[config.mk]
export PLATFORM = sky130hd
export DESIGN_NAME = serial_frame_tx
export DESIGN_NICKNAME = d
export VERILOG_FILES = /design/src/rtl/serial_pkg.sv /design/src/rtl/bit_timer.sv /design/src/rtl/serial_frame_tx.sv
export SDC_FILE = /design/constraint.sdc
export NUM_CORES = 1
export LEC_CHECK = 0
export ABC_CLOCK_PERIOD_IN_PS = 3000
export CAP_MARGIN = 10
export CORE_MARGIN = 2
export CORE_UTILIZATION = 45
export DETAILED_ROUTE_END_ITERATION = 8
export GPL_TIMING_DRIVEN = 0
export PLACE_DENSITY = 0.73
export SETUP_SLACK_MARGIN = 0.3
export SYNTH_ARGS = -nofsm -noshare
export SYNTH_HDL_FRONTEND = slang
export SYNTH_SLANG_ARGS = --single-unit
[constraint.sdc]
create_clock -name CLK -period 3 [get_ports CLK]
set_input_delay 0.6 -clock CLK [delete_from_list [all_inputs] [get_ports CLK]]
set_output_delay 0.6 -clock CLK [all_outputs]
set_load 0.005 [all_outputs]
[src/rtl/serial_pkg.sv]
// Shared serial-link definitions: FSM state encoding and line idle level,
// common to the transmitter and the DFF-sampled receiver.
package serial_pkg;

  typedef enum logic [1:0] {
    IDLE  = 2'd0,
    START = 2'd1,
    DATA  = 2'd2,
    STOP  = 2'd3
  } state_t;

  localparam logic LINE_IDLE = 1'b1;

endpackage

[src/rtl/bit_timer.sv]
// Serial bit-period divider: tick marks the last cycle of each DIV-cycle bit.
module bit_timer #(
  parameter int unsigned DIV = 4
) (
  input  logic CLK,
  input  logic RST,
  input  logic clear,
  input  logic enable,
  output logic tick
);

  localparam int unsigned CW = (DIV > 1) ? $clog2(DIV) : 1;

  logic [CW-1:0] count;

  assign tick = (count == CW'(DIV - 1));

  // Wraps to zero right after the tick cycle so the next bit starts clean.
  always_ff @(posedge CLK) begin
    if (RST || clear) begin
      count <= '0;
    end else if (enable) begin
      count <= tick ? '0 : count + CW'(1);
    end
  end

endmodule

[src/rtl/serial_frame_tx.sv]
// Serial frame transmitter: start bit, WIDTH data bits LSB-first, stop bit,
// each DIV cycles long, on a registered line that idles high.
module serial_frame_tx
  import serial_pkg::*;
#(
  parameter int unsigned WIDTH = 8,
  parameter int unsigned DIV   = 4
) (
  input  logic             CLK,
  input  logic             RST,
  input  logic [WIDTH-1:0] DIN,
  input  logic             LOAD,
  output logic             READY,
  output logic             SOUT,
  output logic             BUSY,
  output logic             DONE
);

  localparam int unsigned IDXW = $clog2(WIDTH + 1);

  state_t           state, state_d;
  logic [WIDTH-1:0] shift, shift_d;
  logic [IDXW-1:0]  idx, idx_d;
  logic             sout_d;
  logic             tick;
  logic             accept_c;

  assign accept_c = (state == IDLE) && LOAD;

  bit_timer #(.DIV(DIV)) u_bit_timer (
    .CLK    (CLK),
    .RST    (RST),
    .clear  (accept_c),
    .enable (state != IDLE),
    .tick   (tick)
  );

  // Status outputs decode registered state only; no path from LOAD or DIN.
  assign READY = (state == IDLE);
  assign BUSY  = (state != IDLE);
  assign DONE  = (state == STOP) && tick;

  always_ff @(posedge CLK) begin
    if (RST) begin
      state <= IDLE;
      shift <= '0;
      idx   <= '0;
      SOUT  <= LINE_IDLE;
    end else begin
      state <= state_d;
      shift <= shift_d;
      idx   <= idx_d;
      SOUT  <= sout_d;
    end
  end

  // Next-state logic; sout_d is the line level for the state being entered.
  always_comb begin
    state_d = state;
    shift_d = shift;
    idx_d   = idx;
    sout_d  = SOUT;
    case (state)
      IDLE: begin
        sout_d = LINE_IDLE;
        if (LOAD) begin
          state_d = START;
          shift_d = DIN;
          idx_d   = '0;
          sout_d  = ~LINE_IDLE;
        end
      end
      START: begin
        if (tick) begin
          state_d = DATA;
          idx_d   = '0;
          sout_d  = shift[0];
        end
      end
      DATA: begin
        if (tick) begin
          shift_d = shift >> 1;
          if (idx == IDXW'(WIDTH - 1)) begin
            state_d = STOP;
            sout_d  = LINE_IDLE;
          end else begin
            idx_d  = idx + IDXW'(1);
            sout_d = shift_d[0];
          end
        end
      end
      STOP: begin
        sout_d = LINE_IDLE;
        if (tick) begin
          state_d = IDLE;
        end
      end
      default: begin
        state_d = IDLE;
        sout_d  = LINE_IDLE;
      end
    endcase
  end

endmodule

After elaboration in Yosys (flattened, before gate mapping)
Cells that the tools add are included.
- bits in registers: 17
- input port bits: 11
- output and inout port bits: 4
- logic and storage cells: 49
- add/subtract/negate cells: 2
- equality and inequality tests: 11
- mux-type cells: 20
- reduce and logical (&&, ||, !) cells: 11
- operators by type and width (cell ; count):
    $mux W4 ; 4
    $mux W8 ; 2
    $pmux W8 S2 ; 1
    $mux W2 ; 6
    $ne A2 B2 Y1 const B ; 6
    $pmux W4 S3 ; 1
    $reduce_and A5 Y1 ; 2
    $pmux W2 S4 ; 1
    $eq A2 B2 Y1 const B ; 3
    $add A4 B1 Y4 const B ; 1
    $eq A4 B3 Y1 const B ; 1
    $mux W1 ; 4
    $pmux W1 S4 ; 1
    $reduce_bool A2 Y1 ; 2
    $reduce_and A3 Y1 ; 1
    $reduce_bool A3 Y1 ; 1
    $add A2 B1 Y2 const B ; 1
    $eq A2 B1 Y1 const B ; 1
    $logic_and A1 B1 Y1 ; 2
    $logic_not A2 Y1 ; 1
    $reduce_and A2 Y1 ; 1
    $logic_or A1 B1 Y1 ; 1

Longest topological paths before layout
Gate-level depths: netlist of the first run.
- depth after elaboration: 4
- mapped depth: 8
- mapped depth without buffers: 6

Cells and area by module
From an unflattened synthesis of the first run, not the netlist that was laid out.
- cell total of the unflattened synthesis: 99
- area total of the unflattened synthesis: 942.2 um^2
- modules (own cells, without submodules) (module ; instances ; cells an instance ; area an instance (um^2) ; sequential area each (um^2)):
    serial_frame_tx ; 1 ; 91 ; 847.1 ; 300.3
    bit_timer ; 1 ; 8 ; 95.1 ; 40.0

Least setup slack after synthesis of the first run
OpenSTA, ideal clock, no wires.
- kind: reg2reg
- start: reg state[0]
- end: reg idx[1]
- arrival time: 1.458 ns
- required time: 2.912 ns
- path slack: 1.454 ns
- cell stages (with the launch flop): 7
- path buffers: 1
- clock period less this slack: 1.546 ns
- cells stage by stage: dfxtp_1 > inv_1 > ha_1 > buf_6 > o311a_1 > and2_4 > o32ai_2
- cells in the longest elaborated chain, start to end: 3
- elaborated cells between the ends (all ways): 10
- those cells by class: eq/ne: 6; mux: 1; reduce/logical: 3
- RTL lines (what ; RTL line ; text):
    from (decl) ; serial_frame_tx.sv:21 ; state_t state, state_d;
    from (signal assigned) ; serial_frame_tx.sv:50 ; state <= state_d;
    $logic_not A2 Y1 (*) ; -- ;
    net READY ; serial_frame_tx.sv:13 ; output logic READY,
    $ne A2 B2 Y1 (no line) / $reduce_bool A3 Y1 (equally long branches) ; -- ;
    $reduce_and A5 Y1 (no line) ; -- ;
    to (signal assigned) ; serial_frame_tx.sv:52 ; idx <= idx_d;
    to (decl) ; serial_frame_tx.sv:23 ; logic [IDXW-1:0] idx, idx_d;
Mark *: on every way through the listed nets, which the timed path passes. The rest lies on a longest branch.
A chain may end at the register's enable or synchronous reset.

Worst setup path after layout of the first run
- start: reg state[0]
- end: out BUSY
- cells in the longest elaborated chain, start to end: 1
- RTL lines (what ; RTL line ; text):
    $reduce_bool A2 Y1 ; serial_frame_tx.sv:40 ; assign BUSY = (state != IDLE);
    to (decl) ; serial_frame_tx.sv:15 ; output logic BUSY,
Every way passes these cells.

==> results of run 1 <==
[cell usage after synthesis, drive strengths merged]
library cell,number,area (sq um)
o21ai,2,13.8
clkbuf,2,11.3
and3b,1,8.76
or3,1,6.26
buf,3,30.0
nor3,3,15.0
o21bai,1,7.51
nor2b,1,13.8
a32oi,1,8.76
and2,2,15.0
a31oi,1,6.26
and2b,1,8.76
nand2,7,26.3
o221ai,1,8.76
nand4,1,6.26
inv,6,22.5
o32ai,1,16.3
o311a,2,20.0
dfxtp,17,340
nand2b,1,6.26
mux2i,10,100
nor2,12,52.6
nand3,4,20.0
a21oi,6,30.0
o311ai,1,8.76
nand4b,2,17.5
ha,6,75.1
a211oi,8,60.1
[layout make-up]
type | count | area (sq um)
fillers | 170 | 825
multi-input cells | 76 | 552
flip-flops and latches | 17 | 340
repair buffers | 14 | 140
plain buffers | 5 | 41.3
well taps | 27 | 33.8
clock buffers | 3 | 22.5
inverters | 6 | 22.5
clock inverters | 1 | 5.00
[worst paths after layout]
kind            start  endpoint  slack (ns)  cells past startpoint
max          state[0]      BUSY        0.69                      5
min          shift[7]  shift[7]        0.49                      2
max reg2reg  state[0]  state[0]        1.30                      6
min reg2reg  shift[7]  shift[7]        0.49                      2
[power groups by stage]
stage          registers, mW  clock network (mW)  logic, mW
2_1_floorplan          0.332                   0      0.513
3_3_place_gp           0.338                   0      0.650
3_5_place_dp           0.343                   0      0.666
4_1_cts                0.338               0.132      0.670
5_1_grt                0.344               0.140      0.741
6_report               0.337               0.124      0.670
[kinds of logic (layout without fill, tap and decap cells)]
kind of cell,after synthesis,count (layout),synth area share (%)
AND/OR/NAND/NOR,36,36,20.6
adder cells (fa/ha/maj),6,6,7.85
buffers and inverters,11,29,6.68
flip-flops,17,17,35.6
AO/OA/AOI/OAI,24,24,18.8
multiplexers,10,10,10.5
[stage by stage]
step                total power, mW  area, sq um
floorplan                     0.845          956
global placement              0.988         1130
detailed placement             1.01         1130
CTS                            1.14         1160
global route                   1.22         1160
finish                         1.13         1160
[worst min-delay path, cell delays in order (launching register included)]
cell and delay, ns:
dfxtp_1 0.32, o21ai_0 0.07, a21oi_1 0.06
[metal layers]
metal	global-route usage, %	up-vias	part of all wire [%]
li1	-	418	-
met1	23.4	384	48
met2	28.3	15	47
met3	3.03	4	3.3
met4	9.26	0	1.7
met5	0	-	0
[flip-flops by register name (all words and copies together), names as in the netlist]
| register | cells |
|---|---|
| idx | 4 |
| u_bit_timer.count | 2 |
| shift | 8 |
| SOUT | 1 |
| state | 2 |
==> results by stage, run 1 <==
Hold path:
- The path class of the tightest hold or removal check is flop to flop.

Detailed routing:
- The final wirelength is 1980 microns.
- For this block, the initial DRC count from the detailed router was 11.
- The first-pass iteration count of the detailed router is 4.
- In the routed layout, each cell is associated on average with a via count of 5.51.
- The residual DRC count is 0.
- Dividing the detail-routed wire length by the instance count gives ~13 microns.
- Summing over every cut layer, the via total after detailed routing is 821.
- The number of routed nets with antenna violations is 0.

Power and ir drop:
- The maximum resistive drop on vdd is ~650 uV.
- The analysis attributes to net switching a power of approximately 0.46 mW.
- The switching portion of total power is 40.9%.
- The clock group share of total power is between 10 and 15%.
- Dividing total power by cell area gives a power density of 977 nW/um^2.
- Cell internal power was estimated by the tool at 0.668 mW.
- The share of total power dissipated in sequential elements is approximately 30%.
- The power share of the combinational group is 59.3%.
- The leakage power total is 0.449 nW.

STA:
- The relative max-transition margin is 65.8%.
- Setup violations remaining at the end of the flow were counted as 0.
- The number of hold violations in the final report is 0.
- At the pin with the least slew margin, the transition time is 0.507 ns.
- The part of the cycle the worst path needs is roughly three quarters.
- The final hold slack is 0.491 ns.
- On the final layout, the worst clock skew is 0.00878 ns.
- The slack of the critical path is 0.695 ns.
- The fmax is 434 MHz.
- The shortest period the worst path allows is roughly 2.3 ns.
- The summed negative setup slack over all endpoints is 0 ns.
- Setup repair after global routing left no endpoint under its margin.
- The final count of pins violating max slew is 0.

Global routing:
- The number of global-route vias before repair is 794.
- The first global-routing pass estimated 3500 microns of wire.
- The total routing resource utilization after global routing is between 10% and 20%.
- The initial antenna violation count was 0.
- Entering global routing, the biggest net connects 11 pins.
- After global routing the overflow that remains totals 0.

Clock tree:
- In this run, CTS created clock tree buffers numbering 3.
- The number of hold-repair buffers added at the cts stage is 0.
- Clock tree synthesis found a total of 17 sinks.
- The clock root buffer is clkbuf_4.
- For the worst-skew pair, the clock arrives at the later sink with an insertion delay of 0.29 ns.
- The number of H-tree levels is 1.
- The number of post-CTS setup repair buffers is 0.
- TritonCTS built the clock tree.
- After clock tree synthesis, the clock-pin slew on the worst setup and hold paths is 0.11 ns.
- The maximum buffer depth of the clock tree is 2.
- The number of gates resized after CTS was 0.

Setup path:
- The type of element launching the critical path is a flop.
- STA puts the critical path data arrival time at 1.71 ns.
- The signal on the critical path passes through inv_1 -> ha_1 -> buf_6 -> inv_1 -> clkdlybuf4s50_1.
- By instance count, the cell type seen most on the critical path is inv_1.
- The cell family contributing the most delay on the critical path is buffers and inverters.
- The worst-path cell with the longest stage delay is clkdlybuf4s50_1.
- STA puts the critical path data required time at 2.40 ns.
- The kind of end point of the critical path is an output pin.
- The stage delay of the slowest cell on the critical path is 0.50 ns.
- The largest fanout on the critical path is 10.
- The number of buffers and inverters on the critical path is 4.
- The critical setup path kind is flop to output pin.

Final layout:
- The post-route non-filler standard cell count is 149.
- Cells fill 58.4% of the core in the end.
- Leaving out fill and tap cells, the most frequent cell in the layout is dfxtp_1.
- The final layout contains 140 nets.
- The repair_antennas step left the layout with diodes totalling 0.
- The top cell types in the final layout, fill and taps aside, are dfxtp_1 (17), clkdlybuf4s50_1 (14), nor2_1 (11).
- From synthesis to final layout, the design area changed by 21.1%.
- The post-route netlist has 11.5% of its cells at a drive strength greater than 1.

Synthesis:
- The number of nets handed over by synthesis was 121.
- After synthesis the netlist holds a flip-flop and latch count of 17.
- The post-synthesis sequential area ratio is between 30 and 40%.
- Dividing the synthesized area by the synthesized cell count gives 9.19 sq um.
- Synthesis instantiated 33 different standard cells from the library.
- Synthesis handed over a netlist of 104 instances.
- The total standard cell area after synthesis is 956 sq um.
- The Yosys step of the flow raised 0 warnings.

Floorplan:
- The die height is about 50 microns.
- In this run the horizontal extent of the chip is 50.1 microns.
- The total I/O pin count is 15.
- The core region is 1980 sq um.
- The floorplan die area is 2510 sq um.
- The effective utilization at floorplan is 48.2%.
- The number of placement rows is 16.

Job:
- The number of violations of the max-capacitance limit is 0.

Placed design:
- The congestion estimate from routability-driven global placement came to 0.875.
- The number of placed instances with taps included is 145.
- The setup slack at placement is 0.900 ns.
- Once detailed placement completed, the half-perimeter wirelength came to ~1500 microns.
- Port buffering added 14 buffers.

Outcome:
- The flow ran to the end, and the final reports show no timing, DRC or antenna violations.
No activity file was read; power rests on OpenSTA's default activity.
==> inputs of run 2 (changes only) <==
--- a/config.mk
+++ b/config.mk
@@ -5,13 +5,13 @@
 export SDC_FILE = /design/constraint.sdc
 export NUM_CORES = 1
 export LEC_CHECK = 0
-export ABC_CLOCK_PERIOD_IN_PS = 3000
+export ABC_CLOCK_PERIOD_IN_PS = 2070
 export CAP_MARGIN = 10
 export CORE_MARGIN = 2
 export CORE_UTILIZATION = 45
 export DETAILED_ROUTE_END_ITERATION = 8
 export GPL_TIMING_DRIVEN = 0
-export PLACE_DENSITY = 0.73
+export PLACE_DENSITY = 0.75
 export SETUP_SLACK_MARGIN = 0.3
 export SYNTH_ARGS = -nofsm -noshare
 export SYNTH_HDL_FRONTEND = slang
==> constraint.sdc (replaced) <==
create_clock -name CLK -period 2.07 [get_ports CLK]
set_input_delay 0.414 -clock CLK [delete_from_list [all_inputs] [get_ports CLK]]
set_output_delay 0.414 -clock CLK [all_outputs]
set_load 0.005 [all_outputs]
==> run 2 against run 1 <==
Net effect: die area unchanged; count of clock-buffer cells in the layout unchanged; critical path type is now flop to flop; worst setup slack worse by 0.36 ns; first-iteration DRC count down 27%; clock skew down 0.0020 ns; highest routed layer unchanged; sequential power up 48%; register-to-register slack worse by 0.96 ns; largest cell class unchanged.
==> results by stage, run 2 (synthesized netlist as in run 1, its figures left out) <==
Final layout:
- The post-route cell area is 1260 sq um (+9.1%).
- Compared with the post-synthesis result, the final layout area differs by 32.1%.
- The commonest non-fill, non-tap cell in the layout is dfxtp_1.
- The post-route non-filler standard cell count is 152 (+2.0%).
- The count of inserted antenna diode cells is 0 (unchanged).
- The largest registers in the layout are shift x8, idx x4.
- In the layout the commonest cells are dfxtp_1 (15), nor2_1 (11), clkdlybuf4s50_1 (11).
- The flip-flop count of the largest register, all copies and words added is 8 (unchanged).
- The register bank with the most flops is shift.
- The final net count is 143 (+2.1%).
- The share of cells above drive strength 1 is 24.0% (+13 points).

STA:
- The shortest period the worst path allows is 1.73 ns.
- The fmax is 577 MHz.
- Setup repair after global routing could not meet its margin everywhere.
- The part of the cycle the worst path needs is 83.7%.
- The clock skew after layout was 0.00681 ns (-0.00197 ns).
- The final count of pins violating max slew was 0 (unchanged).
- The number of hold violations in the final report is 0 (unchanged).
- The worst-margin pin slew is 0.458 ns (-0.0487 ns).
- The summed negative setup slack over all endpoints is 0 ns (unchanged).
- The relative max-transition margin is 69.4% (+3.7 points).
- The setup-violating endpoint count in the final report is 0 (unchanged).

Clock tree:
- The number of hold-repair buffers added at the cts stage is 0 (unchanged).
- The maximum buffer depth of the clock tree is 2 (unchanged).
- TritonCTS built the clock tree.
- Clock tree synthesis selected as its root buffer the cell clkbuf_4.
- The number of H-tree levels was 1 (unchanged).
- The clock transition time at the flip-flop clock pins of the worst setup and hold paths came to 0.11 ns (about the same).
- The clock sink total was 17 (unchanged).
- The number of buffers added by the clock tree synthesis step is 3 (unchanged).
- The clock latency at the later pin of the worst-skew pair is 0.29 ns (about the same).

Job:
- The number of violations of the max-capacitance limit is 0 (unchanged).

Placed design:
- The count of buffers inserted at the top-level ports was 14 (unchanged).
- The global placer's final weighted congestion is 0.783 (-11%).
- The standard cell area after detailed placement was 1130 sq um (unchanged).
- The number of placed instances with taps included came to 145 (unchanged).
- The placed wire-length estimate is 1490 microns (+1.4%).

Global routing:
- The maximum number of pins on one net before global-route repair is 11 (unchanged).
- The initial antenna violation count is 0 (unchanged).
- The total routing resource utilization after global routing is 18.6% (+0.62 points).
- The number of global-route vias before repair is 830 (+4.5%).
- The overflow left after global routing is 0 (unchanged).
- The wire length of the first global-routing pass is 3570 microns (+2.0%).

Detailed routing:
- The residual DRC count came to 0 (unchanged).
- The post-route met1 wirelength came to 955 microns (+0.53%).
- The number of routed nets with antenna violations is 0 (unchanged).
- The first-pass iteration count of the detailed router is 3 (-1).
- The highest metal layer carrying signal wires in the routed design is met4.
- The number of DRC markers in iteration 0 was 8 (-3).
- The vias after detailed routing was 828 (+0.85%).
- The sum of met3 wire segment lengths after detailed routing came to 46 microns (-30%).
- The routed length on met2 is 1080 microns (+17%).
- The average wire per cell in the routed design came to 13.9 microns (+4.7%).
- The via density per instance was 5.45 (-1.1%).
- The final wirelength was 2110 microns (+6.8%).

Outcome:
- The flow ran to the end, and the final reports show no timing, DRC or antenna violations.

Setup path:
- The required time of the worst setup path is 2.28 ns (-0.12 ns).
- The endpoint arrival time on the critical path is 1.94 ns (+0.23 ns).
- The stage delay of the slowest cell on the critical path is 0.37 ns (-0.13 ns).
- The most prevalent standard cell on the critical path is buf_4.
- The critical setup path kind is flop to flop.
- The worst setup path is launched from a flop.
- The worst-path cell with the longest stage delay is o311a_4.
- The largest fanout on the critical path is 10 (unchanged).
- The reg-to-reg setup timing slack is 0.34 ns (-0.96 ns).
- The kind of end point of the critical path is a flop.
- Walking the worst path, the cells encountered are buf_4 -> buf_4 -> ha_2 -> buf_6 -> o311a_4 -> and2_4 -> o32ai_2.

Floorplan:
- The core region area was 1980 sq um (unchanged).
- The die height is 50.1 microns (unchanged).
- The effective utilization at floorplan is 48.2% (unchanged).
- The number of placement rows was 16 (unchanged).
- The floorplan die area is 2510 sq um (unchanged).
- The total I/O pin count is 15 (unchanged).
- The width of the die came to 50.1 microns (unchanged).

Hold path:
- In this run the worst hold path is classified as flop to flop.

Power and ir drop:
- The maximum resistive drop on vdd is 996 uV (+53%).
- The power density relative to cell area is 1450 nW/um^2 (+49%).
- The power consumption was 1.84 mW (+62%).
- The leakage power total is 0.475 nW (+5.8%).
==> run 2: changes by cell type in the layout (fill, tap and decap cells not counted), sizes merged <==
cell,delta
clkdlybuf4s15,+1
clkdlybuf4s50,-3
buf,+3
dlygate4sd2,+2
==> run 2: final timing paths <==
kind,start,endpoint,cells after the start
worst max-delay path,state[1],idx[1],7
worst min-delay path,SOUT,SOUT,2
worst max register to register,state[1],idx[1],7
worst min register to register,SOUT,SOUT,2
==> run 2: what timing repair did <==
action                                  4_1_cts  5_1_grt
cloned                                        0        0
pin swaps                                     1        1
buffers inserted                              3        0
resized for setup                            11       12
endpoints found under the setup margin        3        9
==> run 2: final cells by class <==
| type | instances | area, sq um |
|---|---|---|
| fillers | 156 | 719 |
| multi-input cells | 76 | 631 |
| flip-flops and latches | 17 | 343 |
| repair buffers | 17 | 160 |
| plain buffers | 5 | 45.0 |
| well taps | 27 | 33.8 |
| clock buffers | 3 | 22.5 |
| inverters | 6 | 22.5 |
| clock inverters | 1 | 5.00 |
==> run 2: critical path, delay by kind of cell, from the launching register on <==
family | cells | cell delay (ns)
AOI/OAI and AO/OA | 2 | 0.54
buffers and inverters | 3 | 0.41
DFF | 1 | 0.34
adders and majority gates | 1 | 0.18
and+or+nand+nor | 1 | 0.17
==> run 2: per-layer routing <==
| layer | GRT usage (%) | up-vias |
|---|---|---|
| met3 | 2.73 | 2 |
| met4 | 6.02 | 0 |
| li1 | - | 420 |
| met5 | 0 | - |
| met2 | 33.3 | 10 |
| met1 | 22.4 | 396 |
==> run 2: power breakdown <==
group	internal (mW)	switching, mW
sequential	0.431	0.0670
combinational	0.571	0.585
clock	0.0717	0.110
total	1.07	0.763
==> run 2: per-stage QoR <==
| step | utilization [%] | hold WS, ns | setup WS [ns] |
|---|---|---|---|
| after global placement | 57.0 | 0.461 | 0.194 |
| after global routing | 63.7 | 0.515 | 0.291 |
| after floorplan | - | 0.449 | 0.524 |
| after detailed placement | 57.0 | 0.473 | 0.182 |
| after CTS | 60.7 | 0.498 | 0.294 |
| final | 63.7 | 0.500 | 0.338 |
==> inputs of run 3 (changes only) <==
--- a/config.mk
+++ b/config.mk
@@ -5,7 +5,7 @@
 export SDC_FILE = /design/constraint.sdc
 export NUM_CORES = 1
 export LEC_CHECK = 0
-export ABC_CLOCK_PERIOD_IN_PS = 2070
+export ABC_CLOCK_PERIOD_IN_PS = 1400
 export CAP_MARGIN = 10
 export CORE_MARGIN = 2
 export CORE_UTILIZATION = 45
==> constraint.sdc (replaced) <==
create_clock -name CLK -period 1.4 [get_ports CLK]
set_input_delay 0.28 -clock CLK [delete_from_list [all_inputs] [get_ports CLK]]
set_output_delay 0.28 -clock CLK [all_outputs]
set_load 0.005 [all_outputs]
==> run 3 against run 2 <==
Net effect: the flow now finishes with violations (negative setup slack); clock skew grew 0.0033 ns; critical path depth shrank 2; register-to-register slack lost 0.46 ns; non-clock buffer count grew 16; hold slack lost 0.032 ns; via count grew 13%; final area grew 16%; count of clock-buffer cells in the layout grew 1; sequential cell count is the same; combinational power grew 100%; sequential share of layout area shrank 3.1 points; critical endpoint is now READY; largest cell class unchanged; highest routed layer unchanged.
==> results by stage, run 3 (synthesized netlist as in run 1, its figures left out) <==
STA:
- The number of hold violations in the final report is 0 (unchanged).
- The fmax is 653 MHz.
- The summed negative setup slack over all endpoints is -1.35 ns (-1.35 ns).
- The relative max-transition margin was 62.2% (-7.3 points).
- The final hold slack is 0.468 ns (-0.0315 ns).
- Setup repair after global routing could not meet its margin everywhere.
- The part of the cycle the worst path needs is 109%.
- The slack of the critical path is -0.133 ns (-0.471 ns).
- The worst-margin pin slew was 0.567 ns (+0.109 ns).
- The clock skew after layout was 0.0101 ns (+0.00327 ns).
- The setup-violating endpoint count in the final report is 18 (+18).
- The smallest clock period supported by the final layout is computed as 1.53 ns.
- The final count of pins violating max slew is 0 (unchanged).

Floorplan:
- The total I/O pin count was 15 (unchanged).
- The number of placement rows is 16 (unchanged).
- The die height was 50.1 microns (unchanged).
- The effective utilization at floorplan is 48.2% (unchanged).
- The core region area is 1980 sq um (unchanged).
- The width of the die is 50.1 microns (unchanged).
- The floorplan die area is 2510 sq um (unchanged).

Detailed routing:
- The average wire per cell in the routed design is 15.1 microns (+8.9%).
- The final wirelength is 2540 microns (+20%).
- The residual DRC count is 0 (unchanged).
- The number of DRC markers in iteration 0 was 13 (+5).
- The first-pass iteration count of the detailed router is 4 (+1).
- The vias after detailed routing is 934 (+13%).
- The via density per instance is 5.56 (+2.1%).
- The number of routed nets with antenna violations was 0 (unchanged).

Global routing:
- The met3 routing resource usage after global routing is 3.64% (+0.91 points).
- The met1 usage is 21.7% (-0.71 points).
- The overflow left after global routing is 0 (unchanged).
- The number of global-route vias before repair is 872 (+5.1%).
- The global-route track usage on met2 came to 33.3% (unchanged).
- The maximum number of pins on one net before global-route repair is 11 (unchanged).
- The wire length of the first global-routing pass is 3710 microns (+4.1%).
- In this run the most used layer during global routing was met2.
- The initial antenna violation count is 0 (unchanged).
- The total routing resource utilization after global routing is 19.6% (+0.96 points).

Clock tree:
- The number of H-tree levels is 1 (unchanged).
- The clock transition time at the flip-flop clock pins of the worst setup and hold paths is 0.11 ns (about the same).
- The clock root buffer is clkbuf_4.
- TritonCTS built the clock tree.
- The number of buffers added by the clock tree synthesis step came to 3 (unchanged).
- The maximum buffer depth of the clock tree is 2 (unchanged).
- The clock sink total is 17 (unchanged).
- The clock latency at the later pin of the worst-skew pair is 0.30 ns (about the same).

Setup path:
- The depth of the most critical reg-to-reg path is 6 (-1).
- The largest fanout on the critical path is 3 (-7).
- The stage delay of the slowest cell on the critical path is 0.38 ns (about the same).
- The endpoint arrival time on the critical path is 1.25 ns (-0.69 ns).
- The gate family responsible for the most delay along the worst path is buffers and inverters.
- The most prevalent standard cell on the critical path is buf_4.
- The count of buffer and inverter cells on the critical path is 4 (+1).
- The instance count on the critical path is 5 (-2).
- The worst-path cell with the longest stage delay is dfxtp_4.
- The startpoint identified for the worst register-to-register timing path is state[1].
- The critical path launch point is state[0].
- The required time of the worst setup path is 1.12 ns (-1.16 ns).
- The kind of end point of the critical path is an output pin.
- The worst setup path is of the flop to output pin kind.
- Traced cell by cell, the critical path runs through inv_4 -> ha_4 -> buf_4 -> buf_4 -> buf_6.
- The type of element launching the critical path is a flop.

Power and ir drop:
- The power density relative to cell area is 2310 nW/um^2 (+59%).
- The leakage power total came to 0.562 nW (+18%).
- The maximum resistive drop on vdd is 1580 uV (+59%).

Final layout:
- Compared with the post-synthesis result, the final layout area differs by 53.1%.
- The flip-flop count of the largest register, all copies and words added is 8 (unchanged).
- The share of cells above drive strength 1 came to 47.5% (+24 points).
- The count of inserted antenna diode cells was 0 (unchanged).
- The final net count is 159 (+11%).
- In the final layout, the registers with the most flip-flops are shift x8, idx x4.
- The final core utilization is 73.9% (+10 points).
- Ranked by flip-flop count, first place goes to shift.
- In the layout the commonest cells are buf_4 (15), dfxtp_1 (11), clkdlybuf4s50_1 (10).
- Leaving out fill and tap cells, the most frequent cell in the layout is buf_4.

Outcome:
- The final reports fail on negative setup slack.
- The run finished, with violations left.

Hold path:
- The critical hold path startpoint is SOUT.
- In this run the worst hold path is classified as flop to flop.
- The cell depth of the worst hold path came to 2 (unchanged).

Placed design:
- The placed wire-length estimate came to 1490 microns (-0.13%).
- The count of buffers inserted at the top-level ports was 14 (unchanged).
- The global placer's final weighted congestion is 0.799 (+2.1%).

Job:
- The number of violations of the max-capacitance limit was 0 (unchanged).
[run 3: cell types whose count changed in the layout (fill, tap and decap cells not counted), moves of 4 or more]
cell	before	now
a211oi_1	7	3
a211oi_2	1	5
buf_6	3	9
dfxtp_1	15	11
buf_4	3	15
[run 3: where the power goes]
part / switching [mW] / total (mW) / internal, mW
logic: 1.08 / 2.33 / 1.25
clock network: 0.167 / 0.279 / 0.111
registers: 0.120 / 0.776 / 0.655
total: 1.37 / 3.38 / 2.02
[run 3: metrics by stage]
| step | setup WS (ns) | total power [mW] | instance area [sq um] | instances |
|---|---|---|---|---|
| finish | -0.133 | 3.38 | 1460 | 168 |
| global route | -0.182 | 3.62 | 1460 | 168 |
| CTS | -0.131 | 2.95 | 1350 | 161 |
| detailed placement | -0.359 | 2.30 | 1190 | 145 |
| global placement | -0.350 | 2.25 | 1190 | 145 |
| floorplan | -0.0235 | 1.94 | 1010 | 104 |
[run 3: per-layer routing]
| layer | vias to the layer above | part of all wire, % |
|---|---|---|
| met5 | - | 0 |
| met4 | 0 | 2.6 |
| met3 | 10 | 5.0 |
| met2 | 32 | 50 |
| met1 | 435 | 42 |
| li1 | 457 | - |
[run 3: final timing paths]
path              slack [ns]     end
setup / recovery       -0.13   READY
hold reg to reg         0.47    SOUT
hold / removal          0.47    SOUT
setup reg to reg       -0.12  idx[1]
[run 3: cell type report]
type                    count  area (sq um)
inverters                   6          25.0
flip-flops and latches     17           353
multi-input cells          76           693
fillers                   136           518
plain buffers               5          48.8
clock buffers               4          26.3
repair buffers             33           284
well taps                  27          33.8
[run 3: what timing repair did]
action / in CTS / in global routing
cloned: 2 / 0
setup endpoints to repair: 21 / 20
pin swaps: 12 / 9
gates resized for setup: 32 / 19
setup buffers: 10 / 7
hold buffers: 0 / 0
[run 3: worst register-to-register path, stage by stage (launching register included)]
cell and delay, ns:
dfxtp_4 0.37, buf_6 0.12, ha_4 0.17, buf_6 0.13
o311a_1 0.31, and2_4 0.16, o32ai_2 0.19
